$ cat src/rtl/bcd_share_arb.sv
// Time-shared two's-complement to 2-digit BCD converter with round-robin req/ack arbitration.
// Define BCD_BLANK_EN to report a leading-zero tens digit as 4'hF (display blank).
module bcd_share_arb #(
  parameter int unsigned WIDTH = 8
) (
  input  logic             clk,
  input  logic             rst_n,
  input  logic             req_a,
  input  logic [WIDTH-1:0] val_a,
  input  logic             req_b,
  input  logic [WIDTH-1:0] val_b,
  output logic             ack_a,
  output logic             ack_b,
  output logic             done,
  output logic             owner,
  output logic             busy,
  output logic             neg,
  output logic [3:0]       tens,
  output logic [3:0]       ones,
  output logic             ovf
);

  localparam int unsigned CW = $clog2(WIDTH + 1);
  localparam int unsigned SW = WIDTH + 12;

  localparam logic [1:0] S_IDLE  = 2'd0;
  localparam logic [1:0] S_SHIFT = 2'd1;
  localparam logic [1:0] S_DONE  = 2'd2;

  logic [1:0]       state, state_nxt;
  logic [CW-1:0]    cnt, cnt_nxt;
  logic [WIDTH-1:0] mag, mag_nxt;
  logic [3:0]       sd_h, sd_t, sd_o, sd_h_nxt, sd_t_nxt, sd_o_nxt;
  logic             sign, sign_nxt, nz, nz_nxt;
  logic             gnt_b, gnt_b_nxt, last_b, last_b_nxt;
  logic             ack_a_nxt, ack_b_nxt, done_nxt, owner_nxt, busy_nxt;
  logic             neg_nxt, ovf_nxt;
  logic [3:0]       tens_nxt, ones_nxt;

  function automatic logic [3:0] add3(input logic [3:0] d);
    return (d >= 4'd5) ? d + 4'd3 : d;
  endfunction

  // Arbitration and absolute value of the candidate request
  logic             sel_b;
  logic [WIDTH-1:0] sel_val;
  logic [WIDTH:0]   sel_ext, abs_full;

  always_comb begin
    sel_b    = (req_a && req_b) ? ~last_b : req_b;
    sel_val  = sel_b ? val_b : val_a;
    sel_ext  = {sel_val[WIDTH-1], sel_val};
    abs_full = sel_val[WIDTH-1] ? (~sel_ext + (WIDTH+1)'(1)) : sel_ext;
  end

  // One double-dabble step: adjust digits, then shift the whole scratch word left
  logic [SW-1:0] sh;
  logic [3:0]    h_sh, t_sh, o_sh;
  logic          ovf_res;
  logic [3:0]    tens_res, ones_res;

  always_comb begin
    sh       = {add3(sd_h), add3(sd_t), add3(sd_o), mag} << 1;
    h_sh     = sh[SW-1 -: 4];
    t_sh     = sh[SW-5 -: 4];
    o_sh     = sh[SW-9 -: 4];
    ovf_res  = (h_sh != 4'd0);
    tens_res = ovf_res ? 4'd9 : t_sh;
    ones_res = ovf_res ? 4'd9 : o_sh;
`ifdef BCD_BLANK_EN
    if (!ovf_res && (t_sh == 4'd0)) tens_res = 4'hF;
`endif
  end

  // Next-state and output logic
  always_comb begin
    state_nxt  = state;
    cnt_nxt    = cnt;
    mag_nxt    = mag;
    sd_h_nxt   = sd_h;
    sd_t_nxt   = sd_t;
    sd_o_nxt   = sd_o;
    sign_nxt   = sign;
    nz_nxt     = nz;
    gnt_b_nxt  = gnt_b;
    last_b_nxt = last_b;
    ack_a_nxt  = 1'b0;
    ack_b_nxt  = 1'b0;
    done_nxt   = 1'b0;
    owner_nxt  = owner;
    neg_nxt    = neg;
    tens_nxt   = tens;
    ones_nxt   = ones;
    ovf_nxt    = ovf;
    case (state)
      S_IDLE: begin
        if (req_a || req_b) begin
          state_nxt  = S_SHIFT;
          gnt_b_nxt  = sel_b;
          last_b_nxt = sel_b;
          sign_nxt   = sel_val[WIDTH-1];
          nz_nxt     = |abs_full;
          mag_nxt    = abs_full[WIDTH-1:0];
          sd_h_nxt   = 4'd0;
          sd_t_nxt   = 4'd0;
          sd_o_nxt   = 4'd0;
          cnt_nxt    = CW'(0);
        end
      end
      S_SHIFT: begin
        sd_h_nxt = h_sh;
        sd_t_nxt = t_sh;
        sd_o_nxt = o_sh;
        mag_nxt  = sh[WIDTH-1:0];
        cnt_nxt  = cnt + CW'(1);
        if (cnt == CW'(WIDTH - 1)) begin
          state_nxt = S_DONE;
          ack_a_nxt = ~gnt_b;
          ack_b_nxt = gnt_b;
          done_nxt  = 1'b1;
          owner_nxt = gnt_b;
          neg_nxt   = sign & nz;
          tens_nxt  = tens_res;
          ones_nxt  = ones_res;
          ovf_nxt   = ovf_res;
        end
      end
      S_DONE:  state_nxt = S_IDLE;
      default: state_nxt = S_IDLE;
    endcase
    busy_nxt = (state_nxt != S_IDLE);
  end

  // State and output registers
  always_ff @(posedge clk or negedge rst_n) begin
    if (!rst_n) begin
      state  <= S_IDLE;
      cnt    <= CW'(0);
      mag    <= '0;
      sd_h   <= 4'd0;
      sd_t   <= 4'd0;
      sd_o   <= 4'd0;
      sign   <= 1'b0;
      nz     <= 1'b0;
      gnt_b  <= 1'b0;
      last_b <= 1'b1;
      ack_a  <= 1'b0;
      ack_b  <= 1'b0;
      done   <= 1'b0;
      owner  <= 1'b0;
      busy   <= 1'b0;
      neg    <= 1'b0;
      tens   <= 4'd0;
      ones   <= 4'd0;
      ovf    <= 1'b0;
    end else begin
      state  <= state_nxt;
      cnt    <= cnt_nxt;
      mag    <= mag_nxt;
      sd_h   <= sd_h_nxt;
      sd_t   <= sd_t_nxt;
      sd_o   <= sd_o_nxt;
      sign   <= sign_nxt;
      nz     <= nz_nxt;
      gnt_b  <= gnt_b_nxt;
      last_b <= last_b_nxt;
      ack_a  <= ack_a_nxt;
      ack_b  <= ack_b_nxt;
      done   <= done_nxt;
      owner  <= owner_nxt;
      busy   <= busy_nxt;
      neg    <= neg_nxt;
      tens   <= tens_nxt;
      ones   <= ones_nxt;
      ovf    <= ovf_nxt;
    end
  end

endmodule

$ cat config.mk
export PLATFORM = sky130hd
export DESIGN_NAME = bcd_share_arb
export DESIGN_NICKNAME = d
export VERILOG_FILES = /design/src/rtl/bcd_share_arb.sv
export SDC_FILE = /design/constraint.sdc
export NUM_CORES = 1
export LEC_CHECK = 0
export BUFFER_PORTS_ARGS = -buffer_cell sky130_fd_sc_hd__buf_2
export CORE_MARGIN = 1
export CORE_UTILIZATION = 45
export DETAILED_ROUTE_END_ITERATION = 7
export GPL_ROUTABILITY_DRIVEN = 0
export GPL_TIMING_DRIVEN = 1
export PLACE_DENSITY = 0.75
export SYNTH_ARGS = -nofsm -noshare
export SYNTH_HDL_FRONTEND = slang
export SYNTH_SLANG_ARGS = --single-unit
$ cat constraint.sdc
create_clock -name clk -period 2.79 [get_ports clk]
set_clock_uncertainty 0.15 [all_clocks]
set_input_delay 0.1395 -clock clk [delete_from_list [all_inputs] [get_ports clk]]
set_output_delay 0.1395 -clock clk [all_outputs]
set_load 0.02 [all_outputs]
Yosys cells after proc, flatten, opt, wreduce, memory -nomap -nowiden. Index checks and enable logic that the tools add are counted.

Flip-flop bits (word level): 45. Bits in latches: 0. Bits in writable memories: 0. Memory bits (read-only): 0. Input port bits: 20. Output and inout bits: 15. Word-level logic and storage cells: 68. Memories kept: 0.

$add $sub $neg: 5. Multipliers: 0. Divide/modulo/power cells: 0. Magnitude comparators: 3. Equal/unequal tests: 3. Shift operators: 0. Multiplexer cells: 24. Bitwise logic cells: 4. Reduce and logical (&&, ||, !) cells: 10.

Operators by type and width (count): $pmux W4 S2 (4); $mux W4 (5); $mux W8 (2); $pmux W8 S2 (1); $ge A4 B3 Y1 const B (3); $add A9 B1 Y9 const B (1); $mux W9 (1); $not A9 Y9 (1); $reduce_or A9 Y1 (1); $add A4 B2 Y4 const B (2); $mux W1 (7); $reduce_and A2 Y1 (3); $add A4 B1 Y4 const B (1); $eq A4 B3 Y1 const B (1); $mux W2 (2); $pmux W2 S2 (1); $reduce_bool A2 Y1 (2); $reduce_bool A4 Y1 (1); $add A3 B2 Y3 const B (1); $mux W3 (1); $eq A2 B1 Y1 const B (1); $logic_not A2 Y1 (1); $ne A2 B2 Y1 const B (1); $not A1 Y1 (2); other kinds (3) (3).

Depth between registers and ports, before layout. Gate-level depths: netlist (run 1).

Depth after elaboration: 8. Mapped depth: 9. Mapped depth without buffers: 8.

Worst setup path before layout (run 1). Ideal clock, no wire load.

Kind: register to register. Start point: register sd_h[0]. End point: register tens[2]. Setup time: 0.121 ns. Arrival: 1.781 ns. Data required time: 2.519 ns. Slack: 0.738 ns. Cell stages (with the launch flop): 9. Path buffers: 1. Period minus slack after synthesis: 2.052 ns. Path through: dfrtp_1 inv_1 ha_1 nand2b_1 a21oi_1 mux2_1 and4_1 buf_2 a22o_1.

Word-level cells in the longest chain between the ends: 4. Elaborated cells between the ends (all ways): 5. Those cells by class: add/sub: 1; order compare: 1; mux: 2; reduce/logical: 1.

Ends and longest elaborated chain: start, declared (line 33) `logic [3:0] sd_h, sd_t, sd_o, sd_h_nxt, sd_t_nxt, sd_o_nxt;`; start signal, assigned (line 160) `sd_h <= sd_h_nxt;`; $ge A4 B3 Y1 / $add A3 B2 Y3 (equally long branches) (line 41) `return (d >= 4'd5) ? d + 4'd3 : d;`; $mux W3 * (line 41); $reduce_bool A4 Y1 * (line 67) `ovf_res = (h_sh != 4'd0);`; $mux W4 * (line 68) `tens_res = ovf_res ? 4'd9 : t_sh;`; end signal, assigned (line 173) `tens <= tens_nxt;`; end, declared (line 18) `output logic [3:0] tens,`.

Every way passes the cells marked *; elsewhere a longest branch is shown, timed or not. A chain may end at the register's enable or synchronous reset.

Worst setup path after layout (run 1). Same ends and word-level chain as after synthesis.

==> reports/results.ini, run 1 <==
[floorplanning]
io_pins=35
start_util_pct=47.40
dieArea_um2=5363
dieWidth_um=73.24
die_h_um=73.24
core_area_um2=4817
rows=25

[cells_and_area]
finalInstanceArea_um2=2656
fin_nets=298
layout-drive-gt1-share_pct=19.85
num_antenna_cells=0
syn_to_final_growth_pct=16.33

[setup_path]
crit_type=flip-flop to flip-flop
crit_buf_inv=1
critPathMaxFanout=9
critPathLaunchType=flip-flop
required_ns=2.83
slowest_delay_ns=0.40
cp_slowest_cell=dfrtp_1
cp_cell_sequence=inv_1, ha_1, nand2b_1, a21oi_1, mux2_1, and4_1, a22o_1
arrival_ns=2.19
critPathTopFamily=compound AO/OA/AOI/OAI gates
end_kind=flip-flop

[power_and_ir_drop]
power.total_mw=2.726
cellLeakagePower_nw=1.222
p_per_area_nw_per_um2=1026
ir_drop_mv=0.3671

[worst_hold_path]
hp-class=primary input to flip-flop

[clock_network]
cts_max_level=2
numClockSinks=45
root_buffer=clkbuf_8
post_cts_resized=0
holdBufCountCts=3
cts_made_buffers=5
cts_tree=built
clock_path_buffers=2
clkSlewWorstSetupHoldPaths_ns=0.08
clk_latency_ns=0.30
postCtsSetupBuffers=0

[timing]
max_freq_mhz=464.2
slew_headroom_pct=28.94
final.min_clock_period_ns=2.154
rsz0062_at_grt=false
period_share_pct=77.21
setup_violations=0
hold_violations=0
tightest_slew_ns=1.059
fin_tns_setup_ns=0
drv_slew=0

[synthesis]
syn_nets=261
synth_top_family_by_area=compound AO/OA/AOI/OAI gates
synth-simple-area-share_pct=15.73
synth_compound_area_share_pct=18.74
synthTopCellsByArea=dfrtp_1 (48%), o21ai_0 (6.6%), ha_1 (3.8%)
avgSynthCellArea_um2=9.758
yosys.area.top_type=dfrtp_1
synthAdderAreaFrac_pct=3.836
synth.yosys.seq_area_share_pct=49.37
netlist_area_um2=2283
yosys_warnings=0
netlist.area_leader.share_pct=48.22
synth_xor_area_share_pct=4.219
synth_ff_type=dfrtp_1
synthCells=234
synth-seq-cells=45
synth_edf_count=0
async_flop_share_pct=100.0
ys_types=44
muxShareOfSynthArea_pct=4.219

[routing]
ant_nets=0
drc=0
drt_wl_total_mm=4.270
drt_first_pass_iters=4
num_vias=1781
vias_per_cell=5.254
avgRoutedWirePerCell_um=12.60
drt_iter0_drc=133

[run]
max_cap_violations=0

[global_routing]
grt_pass1_vias=1705
antenna_found_initial=0
grt_pass1_wl_mm=7.534
grt_max_degree=46
track_usage_pct=18.50
gr-total-overflow=0

[placement]
dp_hpwl_mm=3.059
port_buffers=34
placed_cell_area_um2=2519

[outcome]
outcome=finished clean

==> per-layer routing <==
| metal | part of all wire (%) | up-vias | GRT usage (%) |
|---|---|---|---|
| met3 | 3.9 | 7 | 4.006 |
| met2 | 45 | 43 | 31.07 |
| met1 | 50 | 827 | 23.40 |
| li1 | - | 904 | - |
| met4 | 1.3 | 0 | 6.754 |
| met5 | 0 | - | 0 |
==> kinds of logic after synthesis <==
family                   after synthesis
buffers and inverters                 22
XOR/XNOR                              11
AO/OA/AOI/OAI                         69
flip-flops                            45
AND/OR/NAND/NOR                       71
adder cells (fa/ha/maj)                7
multiplexers                           9
==> path summary, 6_finish.rpt <==
check                          from        to  slack, ns  cells past startpoint
max                         sd_h[0]   tens[2]       0.64                      7
min                        val_a[0]    mag[0]       0.05                      3
max reg2reg                 sd_h[0]   tens[2]       0.64                      7
min reg2reg                   owner     owner       0.33                      1
max in group asynchronous     rst_n   sd_t[1]       1.52                      2
min in group asynchronous     rst_n  state[0]       0.38                      2
==> stage by stage <==
stage	utilization [%]	hold slack, ns	cells	worst slack (ns)
after CTS	55.14	0.04038	339	0.6115
final	55.14	0.04644	339	0.6359
after global routing	55.14	0.06164	339	0.4744
after floorplan	-	-0.3061	234	0.7379
after global placement	52.29	0.1974	328	0.6767
after detailed placement	52.29	0.1961	328	0.6297
==> cells in the final DEF (no fill, tap or decap), types with 2 or more instances in the layout <==
| master | count |
|---|---|
| a21oi_1 | 14 |
| a22o_1 | 5 |
| a22oi_1 | 6 |
| a31oi_1 | 3 |
| and3_1 | 3 |
| buf_2 | 34 |
| buf_4 | 3 |
| clkbuf_8 | 5 |
| dfrtp_1 | 44 |
| dlygate4sd3_1 | 3 |
| ha_1 | 7 |
| inv_1 | 11 |
| mux2i_1 | 6 |
| nand2_1 | 16 |
| nand2b_1 | 4 |
| nand3_1 | 11 |
| nor2_1 | 18 |
| nor3_1 | 6 |
| nor3b_1 | 2 |
| nor4_1 | 2 |
| o21ai_0 | 29 |
| o21ai_1 | 4 |
| xnor2_1 | 6 |
| xor2_1 | 5 |
==> registers in the layout, indices dropped and copies added, names as in the netlist <==
name and flops:
done 1, cnt 4, tens 4, gnt_b 1, nz 1, neg 1, sd_h 4, owner 1
ones 4, ack_b 1, state 2, ovf 1, sd_t 4, sign 1, last_b 1, sd_o 4
busy 1, ack_a 1, mag 8
==> area by class of cell <==
cell class | count | area [um^2]
clock buffer | 6 | 72.57
clock inverter | 2 | 35.03
fill | 446 | 2161
inverter | 12 | 47.55
multi-input combinational | 167 | 1067
sequential | 45 | 1127
tap | 67 | 83.83
timing repair buffer | 40 | 222.7
==> cell usage after synthesis, types with 2 or more instances <==
| master | n |
|---|---|
| a22o_1 | 5 |
| nand3_1 | 11 |
| nor3b_1 | 2 |
| buf_2 | 3 |
| a31oi_1 | 3 |
| mux2i_1 | 6 |
| nand2_1 | 16 |
| xor2_1 | 5 |
| and3_1 | 3 |
| nor2_1 | 18 |
| nor4_1 | 2 |
| o21ai_1 | 3 |
| inv_1 | 11 |
| o21ai_0 | 30 |
| clkbuf_1 | 7 |
| a22oi_1 | 6 |
| ha_1 | 7 |
| a21oi_1 | 14 |
| nand2b_1 | 4 |
| nor3_1 | 6 |
| dfrtp_1 | 44 |
| xnor2_1 | 6 |
==> report_power, final <==
part | switching (mW) | internal (mW)
clock network | 0.211 | 0.266
registers | 0.172 | 0.912
logic | 0.691 | 0.474
==> worst register-to-register path: stages, from the launching register on <==
cell	delay, ns
dfrtp_1	0.40
inv_1	0.10
ha_1	0.21
nand2b_1	0.07
a21oi_1	0.22
mux2_1	0.36
and4_1	0.31
a22o_1	0.23
Note: power is estimated with default switching activity, not from simulation.
==> run 2: changes to the inputs <==
--- a/config.mk
+++ b/config.mk
@@ -11,7 +11,7 @@
 export DETAILED_ROUTE_END_ITERATION = 7
 export GPL_ROUTABILITY_DRIVEN = 0
 export GPL_TIMING_DRIVEN = 1
-export PLACE_DENSITY = 0.75
+export PLACE_DENSITY = 0.77
 export SYNTH_ARGS = -nofsm -noshare
 export SYNTH_HDL_FRONTEND = slang
 export SYNTH_SLANG_ARGS = --single-unit
==> constraint.sdc (replaced) <==
create_clock -name clk -period 1.9 [get_ports clk]
set_clock_uncertainty 0.15 [all_clocks]
set_input_delay 0.095 -clock clk [delete_from_list [all_inputs] [get_ports clk]]
set_output_delay 0.095 -clock clk [all_outputs]
set_load 0.02 [all_outputs]
==> run 2 against run 1 <==
Effect of this change: non-clock buffer count up 15; combinational power is 72% higher; clock-buffer cell count rose by 1; utilization increased by 4.0 points; register-to-register slack got worse by 0.58 ns; sequential cell count stayed put; sequential power rose by 49%; via count is 1.8% higher; critical path depth unchanged; hold slack worse by 0.028 ns; maximum frequency increased by 17%; worst setup slack worse by 0.58 ns; critical path type unchanged.
==> reports/results.ini, run 2 (synthesis gave the netlist of run 1 again) <==
[routing]
drt_first_pass_iters=4  ; unchanged
vias_per_cell=5.121  ; -2.5%
avgRoutedWirePerCell_um=12.57  ; -0.20%
drt_iter0_drc=88  ; -34%
drt_wl_total_mm=4.450  ; +4.2%
num_vias=1813  ; +1.8%
drc=0  ; unchanged
ant_nets=0  ; unchanged

[power_and_ir_drop]
cellLeakagePower_nw=1.313  ; +7.5%
clkPwrFrac_pct=16.9  ; -0.6 points
ir_drop_mv=0.5523  ; +50%
p_sw_mw=1.667  ; +55%
power.total_mw=4.340  ; +59%
seqPwrFrac_pct=37.0  ; -2.8 points
combPwrFrac_pct=46.1  ; +3.4 points
p_per_area_nw_per_um2=1524  ; +48%
power.internal_mw=2.673  ; +62%
swShare_pct=38.41  ; -1.0 points

[cells_and_area]
multi_input_area_um2=1120  ; +4.9%
fin_nets=313  ; +5.0%
fin_util_pct=59.12  ; +4.0 points
top_register=mag
largest_reg_flops=8  ; unchanged
final_cell_mix=dfrtp_1 (44), buf_2 (34), o21ai_0 (29), nand2_1 (16), nor2_1 (16)
finalInstanceArea_um2=2848  ; +7.2%
syn_to_final_growth_pct=24.71
final_common_cell=dfrtp_1
layout-drive-gt1-share_pct=27.18  ; +7.3 points
register_area_um2=1127  ; unchanged
num_antenna_cells=0  ; unchanged
fillers=447  ; +0.22%

[clock_network]
clk_latency_ns=0.30  ; about the same
numClockSinks=45  ; unchanged
cts_made_buffers=5  ; unchanged
cts_max_level=2  ; unchanged
clock_path_buffers=2  ; unchanged
cts_tree=built
root_buffer=clkbuf_8
clkSlewWorstSetupHoldPaths_ns=0.08  ; about the same

[timing]
final.min_clock_period_ns=1.847  ; -0.3070 ns
drv_slew=0  ; unchanged
fin_tns_setup_ns=0  ; unchanged
hold_violations=0  ; unchanged
slew_headroom_pct=66.94  ; +38 points
rsz0062_at_grt=true
setup_ws_ns=0.05292  ; -0.5830 ns
tightest_slew_ns=0.4953  ; -0.5635 ns
setup_violations=0  ; unchanged
max_freq_mhz=541.4  ; +17%
period_share_pct=97.21  ; +20 points

[setup_path]
arrival_ns=1.89  ; -0.30 ns
end_kind=flip-flop
crit_type=flip-flop to flip-flop
critPathMaxFanout=9  ; unchanged
required_ns=1.94  ; -0.89 ns
critPathLaunchType=flip-flop

[global_routing]
grt_pass1_wl_mm=7.617  ; +1.1%
track_usage_pct=18.65  ; +0.15 points
gr-total-overflow=0  ; unchanged
grt_max_degree=46  ; unchanged
grt_pass1_vias=1758  ; +3.1%
antenna_found_initial=0  ; unchanged

[placement]
dp_hpwl_mm=3.284  ; +7.4%
port_buffers=34  ; unchanged
placed_cell_area_um2=2659  ; +5.6%
place_ws_ns=-0.05118  ; -0.6809 ns

[floorplanning]
io_pins=35  ; unchanged
rows=25  ; unchanged
dieWidth_um=73.24  ; unchanged
dieArea_um2=5363  ; unchanged
core_area_um2=4817  ; unchanged
start_util_pct=47.40  ; unchanged
die_h_um=73.24  ; unchanged

[run]
max_cap_violations=0  ; unchanged

[worst_hold_path]
hp-class=primary input to flip-flop

[outcome]
outcome=finished clean

## run 2: cell types whose count changed in the layout (fill, tap and decap cells not counted), sizes merged
cell and change:
dlygate4sd3 +2, buf +13, clkinv -1, clkbuf +1
## run 2: power by group through the flow
stage | Combinational, mW | Clock (mW) | Sequential (mW)
3_3_place_gp | 1.87 | 0 | 1.60
5_1_grt | 2.27 | 0.789 | 1.66
6_report | 2.00 | 0.733 | 1.61
4_1_cts | 1.97 | 0.759 | 1.61
3_5_place_dp | 1.94 | 0 | 1.63
2_1_floorplan | 1.26 | 0 | 1.69
## run 2: routing by layer
metal	vias up	global-route usage [%]	routed length [um]
li1	932	-	-
met1	835	21.43	1989
met2	40	34.47	2243
met3	6	4.144	154
met4	0	5.229	63
met5	-	0	0
## run 2: metrics by stage
stage                     std cells  hold slack (ns)
after floorplan                 234          -0.3506
after global placement          340         -0.06032
after detailed placement        340         -0.05493
after CTS                       353          0.01635
after global routing            354          0.05653
final                           354          0.01813
## run 2: final timing paths
path / end / cells after the start / startpoint / slack [ns]
max: ones[2] / 7 / sd_h[1] / 0.05
max reg2reg: ones[2] / 7 / sd_h[1] / 0.05
min in group asynchronous: done / 3 / rst_n / 0.15
min reg2reg: ack_a / 1 / gnt_b / 0.32
max in group asynchronous: last_b / 3 / rst_n / 1.18
min: mag[0] / 3 / val_a[0] / 0.02
## run 2: critical path: stages, from the launching register on
cell,delay (ns)
dfrtp_1,0.36
inv_2,0.07
ha_2,0.17
nand2b_4,0.14
a21oi_4,0.14
mux2_4,0.31
and4_4,0.21
a22o_1,0.19
## run 2: layout make-up
cell class                 instances  area share (%)
inverter                          12           1.670
sequential                        45           39.59
tap                               67           2.944
timing repair buffer              55           12.39
clock buffer                       7           3.032
clock inverter                     1           1.054
multi-input combinational        167           39.32
## run 2: repair_timing
action,CTS,global route
setup buffers,0,1
hold buffers,5,0
endpoints found under the hold margin,47,0
resized for setup,2,3
pin swaps,0,1
setup endpoints to repair,8,10
==> run 3: changes to the inputs <==
--- a/config.mk
+++ b/config.mk
@@ -5,6 +5,7 @@
 export SDC_FILE = /design/constraint.sdc
 export NUM_CORES = 1
 export LEC_CHECK = 0
+export ABC_AREA = 1
 export BUFFER_PORTS_ARGS = -buffer_cell sky130_fd_sc_hd__buf_2
 export CORE_MARGIN = 1
 export CORE_UTILIZATION = 45
==> run 3 against run 2 <==
Effect of this change: maximum frequency rose by 4.1%; total power rose by 10%; first-iteration DRC count rose by 20%; combinational power rose by 20%; synthesized cell count rose by 24%; design area fell by 1.1%; highest routed layer unchanged.
==> reports/results.ini, run 3 <==
[global_routing]
gr-total-overflow=0  ; unchanged
grt_max_degree=32  ; -30%
grt_pass1_vias=1978  ; +13%
track_usage_pct=18.74  ; +0.089 points
grt_pass1_wl_mm=7.983  ; +4.8%
antenna_found_initial=0  ; unchanged

[clock_network]
cts_tree=built
numClockSinks=45  ; unchanged
clock_path_buffers=2  ; unchanged
cts_made_buffers=5  ; unchanged
cts_max_level=2  ; unchanged
clkSlewWorstSetupHoldPaths_ns=0.08  ; about the same
clk_latency_ns=0.29  ; about the same
root_buffer=clkbuf_8

[floorplanning]
die_h_um=74.01  ; +1.1%
dieArea_um2=5477  ; +2.1%
dieWidth_um=74.01  ; +1.1%
core_area_um2=4848  ; +0.65%
start_util_pct=48.13  ; +0.73 points
rows=25  ; unchanged
io_pins=35  ; unchanged

[placement]
port_buffers=34  ; unchanged
placed_cell_area_um2=2605  ; -2.0%
dp_hpwl_mm=3.387  ; +3.2%

[setup_path]
cp_slowest_cell=dfrtp_1
critPathLaunchType=flip-flop
required_ns=1.94  ; about the same
endpoint=tens[0]
end_kind=flip-flop
critPathMaxFanout=4  ; -5
r2r-end=tens[0]
r2r_start=sd_h[0]
arrival_ns=1.82  ; -0.07 ns
crit_top_cell=nand2_1
cp.depth=10  ; +3
crit_type=flip-flop to flip-flop
crit_buf_inv=2  ; +1
slowest_delay_ns=0.39  ; +0.03 ns
cp-startpoint=sd_h[0]
cp_cell_sequence=buf_4, ha_1, nand2_2, nand3_4, xor2_2, nand2_1, nor2_2, nand2_1, nand2_1, inv_1
critPathTopFamily=simple AND/OR/NAND/NOR gates
reg2reg_slack_ns=0.13  ; +0.07 ns
r2r_cells=10  ; +3

[timing]
fin_tns_setup_ns=0  ; unchanged
final.min_clock_period_ns=1.775  ; -0.07252 ns
tightest_slew_ns=0.6887  ; +0.1934 ns
drv_slew=0  ; unchanged
max_freq_mhz=563.5  ; +4.1%
setup_violations=0  ; unchanged
hold_violations=0  ; unchanged
period_share_pct=93.40  ; -3.8 points
slew_headroom_pct=54.09  ; -13 points

[cells_and_area]
fin_nets=364  ; +16%
finalInstanceArea_um2=2815  ; -1.1%
fin_util_pct=58.06  ; -1.1 points
final_common_cell=nand2_1
num_antenna_cells=0  ; unchanged
top_register=mag
syn_to_final_growth_pct=20.64
final_cell_mix=nand2_1 (73), dfrtp_1 (43), inv_1 (35), buf_2 (34)
layout-drive-gt1-share_pct=23.96  ; -3.2 points
largest_reg_flops=8  ; unchanged

[synthesis]
syn_nets=318  ; +22%
ys_types=31  ; -30%
synth_ff_type=dfrtp_1
synth-seq-cells=45  ; unchanged
synth.most_common_cell=nand2_1
synth_edf_count=0  ; unchanged
netlist.area_leader.share_pct=47.18  ; -1.0 points
synthTopCellsByArea=dfrtp_1 (47%), nand2_1 (12%), inv_1 (6.0%)
yosys_warnings=0  ; unchanged
synth.yosys.seq_area_share_pct=48.31  ; -1.1 points
yosys-top-cells-count=nand2_1 (75), dfrtp_1 (44), inv_1 (37), o21ai_0 (26)
async_flop_share_pct=100.0  ; unchanged
yosys.area.top_type=dfrtp_1
synthCells=291  ; +24%
avgSynthCellArea_um2=8.019  ; -18%
netlist_area_um2=2333  ; +2.2%

[power_and_ir_drop]
clkPwrFrac_pct=15.3  ; -1.6 points
cellLeakagePower_nw=1.460  ; +11%
p_sw_mw=2.067  ; +24%
seqPwrFrac_pct=34.5  ; -2.5 points
combPwrFrac_pct=50.1  ; +4.0 points
swShare_pct=43.20  ; +4.8 points
ir_drop_mv=0.6778  ; +23%
power.internal_mw=2.718  ; +1.7%
p_per_area_nw_per_um2=1700  ; +12%

[routing]
avgRoutedWirePerCell_um=11.42  ; -9.2%
drt_wl_total_mm=4.625  ; +3.9%
num_vias=2024  ; +12%
drc=0  ; unchanged
vias_per_cell=4.998  ; -2.4%
drt_first_pass_iters=4  ; unchanged
ant_nets=0  ; unchanged
drt_iter0_drc=106  ; +20%

[run]
max_cap_violations=0  ; unchanged

[worst_hold_path]
hp-class=primary input to flip-flop

[outcome]
outcome=finished clean

## run 3: cell types whose count changed after synthesis, moves of 7 or more
cell and change:
nand3_1 +14, inv_1 +26, o22ai_1 +9, a21oi_1 -7
nor2_1 +7, nand2_1 +59
## run 3: power by group through the flow
| stage | Combinational (mW) | Clock [mW] | Sequential, mW |
|---|---|---|---|
| after floorplan | 1.47 | 0 | 1.75 |
| after global placement | 2.11 | 0 | 1.64 |
| after detailed placement | 2.17 | 0 | 1.65 |
| after CTS | 2.22 | 0.754 | 1.64 |
| after global routing | 2.74 | 0.781 | 1.71 |
| final | 2.40 | 0.734 | 1.65 |
## run 3: timing repair
action / CTS / global route
pin swaps: 0 / 5
setup endpoints to repair: 1 / 9
buffers inserted: 0 / 3
cloned: 0 / 0
hold buffers: 1 / 0
hold endpoints to repair: 28 / 0
gates resized for setup: 3 / 14
## run 3: area by class of cell
class,instances,area (um^2)
clock buffers,7,86.33
clock inverters,1,30.03
fillers,422,2033
repair buffers,44,247.7
inverters,42,160.2
flip-flops and latches,45,1129
multi-input cells,199,1079
well taps,67,83.83
## run 3: cells by family (layout without fill, tap and decap cells)
kind of cell | after synthesis | after routing | synth area share (%)
and+or+nand+nor | 136 | 136 | 25.42
AOI/OAI and AO/OA | 53 | 53 | 13.35
buffers and inverters | 47 | 94 | 8.042
DFF | 45 | 45 | 48.31
adders and majority gates | 7 | 7 | 3.753
xor gates and xnor gates | 3 | 3 | 1.126
## run 3: worst min path at each step
stage,start,to,cells after the start
detailed placement,rst_n,sd_t[2],1
CTS,val_b[6],nz,5
global route,req_a,state[0],3
floorplan,rst_n,ack_a,0
global placement,rst_n,sd_t[2],1
finish,req_a,last_b,4
## run 3: metrics by stage
step	power (mW)	setup WS (ns)	std cells	hold slack, ns
final	4.785	0.1254	405	0.01515
after global routing	5.233	-0.02878	405	0.03401
after CTS	4.616	0.004135	402	0.01271
after detailed placement	3.823	-0.004064	393	0.02428
after global placement	3.743	0.1448	393	0.02460
after floorplan	3.219	0.2239	291	-0.3506
## run 3: layer usage
layer	routed length [um]	up-vias	part of all wire (%)	track usage, %
li1	-	1029	-	-
met2	2300	54	50	33.23
met1	2075	930	45	22.21
met4	76	0	1.6	7.051
met5	0	-	0	0
met3	173	11	3.7	4.065
## run 3: worst register-to-register path, delay by kind of cell, from the launching register on
family        cells  cell delay, ns
simple gates      6            0.56
flops             1            0.39
xor+xnor          1            0.21
fa+ha+maj         1            0.19
buf+inv           2            0.17
